`src/rtl/rssb_exec_if.sv`:
```
// rtl/rssb_exec_if.sv - operand/result bundle between the memory stage and the rssb execute stage
interface rssb_exec_if #(
  parameter int BW = 1,
  parameter int NS = 4,
  parameter int SW = 2
);
  logic          ena;
  logic [BW-1:0] data [1:0];
  logic          flush;
  logic [BW-1:0] result;
  logic          res_vld;
  logic          flag;
  logic          flag_vld;
  logic          zero;
  logic          last;
  logic [SW-1:0] cnt;

  modport master (
    output ena, data, flush,
    input  result, res_vld, flag, flag_vld, zero, last, cnt
  );

  modport slave (
    input  ena, data, flush,
    output result, res_vld, flag, flag_vld, zero, last, cnt
  );
endinterface

```
`src/rtl/rssb_exec.sv`:
```
// rtl/rssb_exec.sv - bit-serial reverse-subtract-and-skip-if-borrow execute stage
module rssb_exec #(
  parameter int BW = 1,
  parameter int NS = 4,
  parameter int SW = 2
) (
  input  logic       clk,
  input  logic       rst,
  rssb_exec_if.slave bus
);
  logic [BW-1:0] r_result;
  logic          r_res_vld;
  logic          r_flag;
  logic          r_flag_vld;
  logic          r_zero;
  logic          r_last;
  logic [SW-1:0] r_cnt;
  logic          r_brw;
  logic          r_zacc;

  logic [BW:0]   w_sub;
  logic [BW-1:0] w_diff;
  logic          w_bout;
  logic          w_dz;
  logic          w_final;

  // Borrow-in is folded into the same BW+1 bit subtraction; the MSB is borrow-out.
  assign w_sub   = {1'b0, bus.data[1]} - {1'b0, bus.data[0]} - {{BW{1'b0}}, r_brw};
  assign w_diff  = w_sub[BW-1:0];
  assign w_bout  = w_sub[BW];
  assign w_dz    = (w_diff == '0);
  assign w_final = (r_cnt == SW'(NS - 1));

  always_ff @(posedge clk) begin
    if (!rst) begin
      r_result   <= '0;
      r_res_vld  <= 1'b0;
      r_flag     <= 1'b0;
      r_flag_vld <= 1'b0;
      r_zero     <= 1'b0;
      r_last     <= 1'b0;
      r_cnt      <= '0;
      r_brw      <= 1'b0;
      r_zacc     <= 1'b1;
    end else if (bus.flush) begin
      r_res_vld  <= 1'b0;
      r_flag_vld <= 1'b0;
      r_last     <= 1'b0;
      r_cnt      <= '0;
      r_brw      <= 1'b0;
      r_zacc     <= 1'b1;
    end else if (bus.ena) begin
      r_result  <= w_diff;
      r_res_vld <= 1'b1;
      r_last    <= w_final;
      if (w_final) begin
        r_flag     <= w_bout;
        r_zero     <= r_zacc & w_dz;
        r_flag_vld <= 1'b1;
        r_cnt      <= '0;
        r_brw      <= 1'b0;
        r_zacc     <= 1'b1;
      end else begin
        r_brw      <= w_bout;
        r_zacc     <= r_zacc & w_dz;
        r_cnt      <= r_cnt + SW'(1);
        r_flag_vld <= 1'b0;
      end
    end else begin
      r_res_vld  <= 1'b0;
      r_flag_vld <= 1'b0;
      r_last     <= 1'b0;
    end
  end

  assign bus.result   = r_result;
  assign bus.res_vld  = r_res_vld;
  assign bus.flag     = r_flag;
  assign bus.flag_vld = r_flag_vld;
  assign bus.zero     = r_zero;
  assign bus.last     = r_last;
  assign bus.cnt      = r_cnt;
endmodule

```
`src/flat_wrapper.sv`:
```
// flat-port wrapper written by rule: the top's interface ports become plain ports
module rssb_exec_flat 
#(
  parameter int BW = 1,
  parameter int NS = 4,
  parameter int SW = 2
)
  (clk, rst, bus_ena, bus_data, bus_flush, bus_result, bus_res_vld, bus_flag, bus_flag_vld, bus_zero, bus_last, bus_cnt);
  rssb_exec_if #(.BW(BW), .NS(NS), .SW(SW)) bus_i ();
  input  logic clk;
  input  logic rst;
  input wire logic [$bits(bus_i.ena)-1:0] bus_ena;
  input wire logic [$bits(bus_i.data)-1:0] bus_data;
  input wire logic [$bits(bus_i.flush)-1:0] bus_flush;
  output wire logic [$bits(bus_i.result)-1:0] bus_result;
  output wire logic [$bits(bus_i.res_vld)-1:0] bus_res_vld;
  output wire logic [$bits(bus_i.flag)-1:0] bus_flag;
  output wire logic [$bits(bus_i.flag_vld)-1:0] bus_flag_vld;
  output wire logic [$bits(bus_i.zero)-1:0] bus_zero;
  output wire logic [$bits(bus_i.last)-1:0] bus_last;
  output wire logic [$bits(bus_i.cnt)-1:0] bus_cnt;
  assign bus_i.ena = bus_ena;
  assign bus_i.data = {>>{bus_data}};
  assign bus_i.flush = bus_flush;
  assign bus_result = bus_i.result;
  assign bus_res_vld = bus_i.res_vld;
  assign bus_flag = bus_i.flag;
  assign bus_flag_vld = bus_i.flag_vld;
  assign bus_zero = bus_i.zero;
  assign bus_last = bus_i.last;
  assign bus_cnt = bus_i.cnt;
  rssb_exec #(.BW(BW), .NS(NS), .SW(SW)) u_core (.clk(clk), .rst(rst), .bus(bus_i));
endmodule
```
`config.mk`:
```
export PLATFORM = sky130hd
export DESIGN_NAME = rssb_exec_flat
export DESIGN_NICKNAME = d
export VERILOG_FILES = /design/src/rtl/rssb_exec_if.sv /design/src/rtl/rssb_exec.sv /design/src/flat_wrapper.sv
export SDC_FILE = /design/constraint.sdc
export NUM_CORES = 1
export LEC_CHECK = 0
export ABC_CLOCK_PERIOD_IN_PS = 3550
export CAP_MARGIN = 40
export CORE_AREA = 2 2 39 41
export CTS_CLUSTER_DIAMETER = 60
export CTS_CLUSTER_SIZE = 16
export DETAILED_ROUTE_END_ITERATION = 6
export DIE_AREA = 0 0 41 43
export PLACE_DENSITY = 0.61
export REMOVE_ABC_BUFFERS = 1
export SYNTH_ARGS = -nofsm -noshare
export SYNTH_HDL_FRONTEND = slang
export SYNTH_SLANG_ARGS = --single-unit
```
`constraint.sdc`:
```
create_clock -name clk -period 3.55 [get_ports clk]
set_clock_uncertainty 0.1 [all_clocks]
set_input_delay 1.065 -clock clk [delete_from_list [all_inputs] [get_ports clk]]
set_output_delay 1.065 -clock clk [all_outputs]
set_load 0.03 [all_outputs]
```
==> results of run 1 <==
==> per-layer routing <==
layer  part of all wire, %  up-vias  GRT usage [%]
li1                      -      156              -
met1                    48      132          13.68
met2                    45        9          10.63
met3                   6.5        0          6.283
met4                     0        0          8.000
met5                     0        -              0
==> report_power, final <==
group | total, mW | internal [mW] | switching (mW)
Clock | 0.0781 | 0.0433 | 0.0348
Combinational | 0.0280 | 0.0147 | 0.0133
Sequential | 0.105 | 0.104 | 0.00150
Total | 0.211 | 0.162 | 0.0496
==> stage by stage <==
step / area (µm²) / power, mW / worst slack [ns]
5_1_grt: 551.8 / 0.2265 / 1.013
3_5_place_dp: 525.5 / 0.1357 / 0.8056
4_1_cts: 551.8 / 0.2164 / 1.055
3_3_place_gp: 525.5 / 0.1356 / 0.8184
6_report: 551.8 / 0.2113 / 1.073
2_1_floorplan: 375.4 / 0.1216 / 1.341
==> cells by family (layout without fill, tap and decap cells) <==
logic type | Yosys count | count (layout) | share of synthesized area (%)
simple gates | 16 | 16 | 24.13
fa+ha+maj | 2 | 2 | 8.254
buf+inv | 3 | 18 | 5.714
compound gates | 4 | 4 | 8.571
mux | 3 | 3 | 7.619
flops | 9 | 9 | 45.71
==> final cells by class <==
| cell class | count | area share, % |
|---|---|---|
| timing repair buffer | 13 | 23.58 |
| sequential | 9 | 32.65 |
| tap | 16 | 3.628 |
| clock buffer | 4 | 4.762 |
| inverter | 1 | 0.6803 |
| multi-input combinational | 25 | 34.69 |
==> registers in the layout, summed over array words and instances, names as in the netlist <==
register and count:
u_core.bus.cnt 2, u_core.bus.flag 1, u_core.bus.last 1, u_core.bus.res_vld 1, u_core.bus.result 1, u_core.bus.zero 1, u_core.r_brw 1, u_core.r_zacc 1
==> path summary, 6_finish.rpt <==
kind | slack, ns | to
min reg2reg | 0.36 | u_core.bus.flag
max reg2reg | 2.08 | u_core.r_zacc
max | 1.07 | bus_cnt[0]
min | 0.36 | u_core.bus.flag
==> cell usage after synthesis, drive strengths merged <==
| library cell | n |
|---|---|
| a21oi | 2 |
| a221o | 1 |
| and2 | 1 |
| and3 | 1 |
| buf | 2 |
| dfxtp | 9 |
| fa | 1 |
| ha | 1 |
| inv | 1 |
| mux2i | 3 |
| nand2 | 3 |
| nand2b | 4 |
| nand3 | 1 |
| nand3b | 3 |
| nor2 | 1 |
| nor2b | 1 |
| o211a | 1 |
| or3b | 1 |
==> results.txt, run 1 <==
----------------------------------------------------
[Status]
  Status ... completed

[Layout]
  Most frequent standard cell in the layout excluding fill and tap cells ... clkdlybuf4s50_1
  Total area of multi-input combinational cells ... 191.4 µm²
  Total area of sequential cells ... 180.2 µm²
  Post-layout util ... 39.87%
  Fill cell total of the finished layout ... 157
  Layout cell share with drive strength beyond 1 ... 7.692%
  Inserted Diodes ... 0
  Net total in the final layout ... 61
  Most used cells in the layout excluding fill and tap cells ... clkdlybuf4s50_1, dfxtp_1, nand2b_1
  Number of non-filler instances in the completed layout ... 68
  Layout area overhead ... 40.00%

[CTS]
  H-tree depth reported by CTS ... 1
  Num Clock Sinks ... 9
  TritonCTS clock tree ... done
  Skew-Pair Late Insertion Delay ... 0.26 ns
  Root cell of the clock tree ... clkbuf_4
  Clock edge transition at the registers on the reported setup and hold paths ... 0.06 ns
  Number of clock buffers inserted by TritonCTS ... 3
  Number of buffers inserted by post-CTS setup repair ... 0
  Hold buffers post-CTS ... 0
  Post-cts repair resize count ... 0
  Buffers from clock root to sink, at most ... 2

[Synthesis]
  Average footprint of a synthesized cell ... 10.65 µm²
  Cell variety after synth ... 20
  Top post-synthesis cells by area ... dfxtp_1, mux2i_1, nand2b_1
  Area fraction of the dominant cell type after synthesis ... 45.71%
  Synthesis-stage register bit count ... 9
  Cell count after synthesis ... 37
  Post-synthesis instance area ... 394.1 µm²
  Synth Warn # ... 0
  Sequential area share after synthesis ... 45.71%
  Cell taking the most area after synthesis ... dfxtp_1

[Place]
  Port Buffers ... 13
  Number of placed instances, taps included ... 64
  Placed wire-length estimate ... 511.6 µm
  RD Place Congestion ... 0.6357

[Worst setup path]
  Required time of the critical path ... 2.38 ns
  Master of the slowest instance on the critical path ... clkdlybuf4s50_1
  Worst setup EP type ... output port
  Crit. Startpoint ... u_core.bus.cnt[0]
  Family with the most delay on the worst path ... buffers and inverters
  Worst Path Buf+Inv ... 1
  Reg2reg path depth ... 3
  Critical Path, Cell by Cell ... clkdlybuf4s50_1
  Logic depth of the worst setup path including buffers ... 1
  Start-to-end type of the worst setup path ... flop to output port
  Source of the worst register-to-register timing path ... u_core.r_brw
  CP startpoint kind ... flop
  CP max stage delay ... 0.68 ns
  Maximum fanout encountered on the critical timing path ... 4
  Critical path data arrival time ... 1.31 ns

[Detailed routing]
  Vias after detailed routing ... 297
  DRC violation count after routing ... 0
  Initial drt markers ... 7
  Via-to-Cell Ratio ... 4.368
  Wirelength, routed ... 688 µm
  Detailed Routing Iterations Pass 1 ... 4
  Wirelength per Cell ... 10.12 µm
  Detail Route Antenna Nets ... 0

[Global route]
  Combined global-route utilization of all metal layers ... 10.08%
  Initial antenna violation count ... 0
  Vias in the first global route ... 262
  Total congestion overflow ... 0
  Maximum number of pins on one net before global-route repair ... 11
  Global-route wire length before repair ... 1.117 mm

[Pwr]
  IR Drop Worst-Case VDD ... 0.1334 mV
  Static leakage power ... 0.2337 nW
  Power Density ... 382.9 nW/µm²

[STA]
  Worst-case hold slack ... 0.3586 ns
  Tightest Pin Transition ... 0.3167 ns
  Final hold violation count ... 0
  Total setup violations reported at the end of the flow ... 0
  Final critical delay including setup and external delays ... 2.477 ns
  Setup TNS after final layout ... 0 ns
  Final Cycle Share ... 69.76%
  Unrepaired setup endpoints after global routing ... false
  Worst slew margin ... 78.82%
  Maximum achievable frequency ... 403.8 MHz
  Final slew viol count ... 0

[Hold path]
  Worst min path class ... flop to flop
  Worst Hold Launch ... u_core.bus.flag
  Hold-critical path depth ... 2

[Die]
  X dimension of the die ... 41 µm
  Die Outline Area ... 1763 µm²
  Die Span Y ... 43 µm
  Starting density of the core ... 28.48%
  Core footprint ... 1384 µm²
  Standard-cell row count ... 14
  Count of pins on the block boundary ... 14

[Job]
  Number of max-capacitance violations reported ... 0

----------------------------------------------------
No activity file was read; power rests on OpenSTA's default activity.
==> run 2: changes to the inputs <==
ABC_CLOCK_PERIOD_IN_PS = 2300   (was 3550)
clock period = 2.3 ns   (was 3.55 ns; I/O delays follow)
==> run 2 against run 1 <==
  * Utilization grew 1.6 points
  * Combinational power grew 73%
  * Cell count grew 4.4%
  * Clock power grew 57%
  * Sequential share of layout area shrank 1.3 points
  * Non-clock buffer count grew 3
  * Worst hold slack gained 0.0019 ns
  * Die area is the same
  * Design area grew 4.1%
  * First-iteration DRC count shrank 29%
==> results.txt, run 2 (same netlist as run 1, synthesis figures left out) <==
----------------------------------------------------
[STA]
  Worst slew margin ... 79.77% (was 78.82%)
  Final slew viol count ... 0 (unchanged)
  Unrepaired setup endpoints after global routing ... false (unchanged)
  Final worst slack ... 0.1925 ns (was 1.073 ns)
  Total setup violations reported at the end of the flow ... 0 (unchanged)
  Final Cycle Share ... 91.63%
  Tightest Pin Transition ... 0.3025 ns (was 0.3167 ns)
  Final hold violation count ... 0 (unchanged)
  Final critical delay including setup and external delays ... 2.108 ns
  Worst-case hold slack ... 0.3605 ns (was 0.3586 ns)
  Maximum achievable frequency ... 474.5 MHz

[CTS]
  Num Clock Sinks ... 9 (unchanged)
  Number of clock buffers inserted by TritonCTS ... 3 (unchanged)
  Post-cts repair resize count ... 0 (unchanged)
  Root cell of the clock tree ... clkbuf_4 (unchanged)
  Hold buffers post-CTS ... 0 (unchanged)
  TritonCTS clock tree ... done (unchanged)
  Clock edge transition at the registers on the reported setup and hold paths ... 0.06 ns (about the same)
  Number of buffers inserted by post-CTS setup repair ... 0 (unchanged)
  Buffers from clock root to sink, at most ... 2 (unchanged)
  H-tree depth reported by CTS ... 1 (unchanged)
  Skew-Pair Late Insertion Delay ... 0.26 ns (about the same)

[Detailed routing]
  DRC violation count after routing ... 0 (unchanged)
  Detailed Routing Iterations Pass 1 ... 3 (was 4)
  Via-to-Cell Ratio ... 4.465 (was 4.368)
  Vias after detailed routing ... 317 (was 297)
  Wirelength per Cell ... 10.20 µm (was 10.12 µm)
  Detail Route Antenna Nets ... 0 (unchanged)
  Initial drt markers ... 5 (was 7)
  Wirelength, routed ... 724 µm (was 688 µm)

[Hold path]
  Hold-critical path depth ... 2 (unchanged)
  Worst min path class ... flop to flop (unchanged)
  Worst Hold Launch ... u_core.bus.zero (was u_core.bus.flag)
  Worst Hold End ... u_core.bus.zero (was u_core.bus.flag)

[Global route]
  Initial antenna violation count ... 0 (unchanged)
  Maximum number of pins on one net before global-route repair ... 8 (was 11)
  Combined global-route utilization of all metal layers ... 10.90% (was 10.08%)
  Vias in the first global route ... 306 (was 262)
  Total congestion overflow ... 0 (unchanged)
  Global-route wire length before repair ... 1.242 mm (was 1.117 mm)

[Layout]
  Inserted Diodes ... 0 (unchanged)
  Flip-flop count of the largest register, all copies and words added ... 2 (unchanged)
  Most frequent standard cell in the layout excluding fill and tap cells ... clkdlybuf4s50_1 (unchanged)
  Layout cell share with drive strength beyond 1 ... 12.73% (was 7.692%)
  Post-layout util ... 41.50% (was 39.87%)
  Layout area overhead ... 45.71% (was 40.00%)
  Net total in the final layout ... 64 (was 61)
  Number of non-filler instances in the completed layout ... 71 (was 68)
  Most used cells in the layout excluding fill and tap cells ... clkdlybuf4s50_1, dfxtp_1, nand2b_1 (unchanged)

[Worst setup path]
  Worst Path Buf+Inv ... 1 (unchanged)
  Master of the slowest instance on the critical path ... clkdlybuf4s50_1 (unchanged)
  Source of the worst register-to-register timing path ... u_core.r_brw (unchanged)
  Critical Path, Cell by Cell ... clkdlybuf4s50_1 (unchanged)
  Required time of the critical path ... 1.51 ns (was 2.38 ns)
  CP max stage delay ... 0.69 ns (was 0.68 ns)
  R2R Setup Slk ... 0.86 ns (was 2.08 ns)
  Maximum fanout encountered on the critical timing path ... 4 (unchanged)
  CP startpoint kind ... flop (unchanged)
  Family with the most delay on the worst path ... buffers and inverters (unchanged)
  Endpoint of the most critical register-to-register path ... u_core.r_zacc (unchanged)
  Worst setup EP type ... output port (unchanged)
  Reg2reg path depth ... 3 (unchanged)
  Critical path data arrival time ... 1.32 ns (was 1.31 ns)
  Start-to-end type of the worst setup path ... flop to output port (unchanged)

[Place]
  RD Place Congestion ... 0.6459 (was 0.6357)
  Port Buffers ... 13 (unchanged)
  Worst setup slack before clock tree synthesis ... -0.03245 ns (was 0.8056 ns)
  Placed wire-length estimate ... 563.9 µm (was 511.6 µm)
  Number of placed instances, taps included ... 67 (was 64)

[Die]
  Starting density of the core ... 28.48% (unchanged)
  X dimension of the die ... 41 µm (unchanged)
  Die Span Y ... 43 µm (unchanged)
  Core footprint ... 1384 µm² (unchanged)
  Standard-cell row count ... 14 (unchanged)
  Count of pins on the block boundary ... 14 (unchanged)
  Die Outline Area ... 1763 µm² (unchanged)

[Job]
  Number of max-capacitance violations reported ... 0 (unchanged)

[Pwr]
  IR Drop Worst-Case VDD ... 0.3343 mV (was 0.1334 mV)
  Static leakage power ... 0.2481 nW (was 0.2337 nW)
  Total power draw ... 333.5 µW (was 211.3 µW)
  Power Density ... 580.7 nW/µm² (was 382.9 nW/µm²)

[Status]
  Status ... completed (unchanged)

----------------------------------------------------
run 2: cell type report:
class / count / area [µm²]
Timing Repair Buffer: 16 / 152.6
Clock buffer: 4 / 26.28
Fill cell: 143 / 809.5
Tap cell: 16 / 20.02
Multi-Input combinational cell: 25 / 191.4
Inverter: 1 / 3.754
Sequential cell: 9 / 180.2
run 2: per-layer routing:
| metal | vias up | wire [µm] | global-route usage [%] |
|---|---|---|---|
| li1 | 162 | - | - |
| met1 | 140 | 299 | 13.40 |
| met2 | 13 | 333 | 14.06 |
| met3 | 2 | 81 | 8.377 |
| met4 | 0 | 10 | 4.000 |
| met5 | - | 0 | 0 |
run 2: power breakdown:
group          switching [mW]  leakage, nW  internal [mW]
registers             0.00232       0.0732          0.160
clock network          0.0559       0.0150         0.0669
logic                  0.0213        0.160         0.0270
run 2: through the flow:
| step | area (µm²) | TNS (ns) |
|---|---|---|
| global placement | 548.0 | -0.01440 |
| finish | 574.3 | 0 |
| CTS | 574.3 | 0 |
| global route | 574.3 | 0 |
| detailed placement | 548.0 | -0.03245 |
| floorplan | 375.4 | 0 |
run 2: worst max-delay path by stage:
| stage | slack [ns] | end | from | depth (start not counted) |
|---|---|---|---|---|
| final | 0.19 | bus_cnt[0] | u_core.bus.cnt[0] | 1 |
| after global routing | 0.13 | bus_cnt[0] | u_core.bus.cnt[0] | 1 |
| after CTS | 0.18 | bus_cnt[0] | u_core.bus.cnt[0] | 1 |
| after detailed placement | -0.03 | u_core.r_zacc | bus_data[1] | 5 |
| after global placement | -0.01 | u_core.r_zacc | bus_data[1] | 5 |
| after floorplan | 0.47 | u_core.r_zacc | bus_data[1] | 4 |
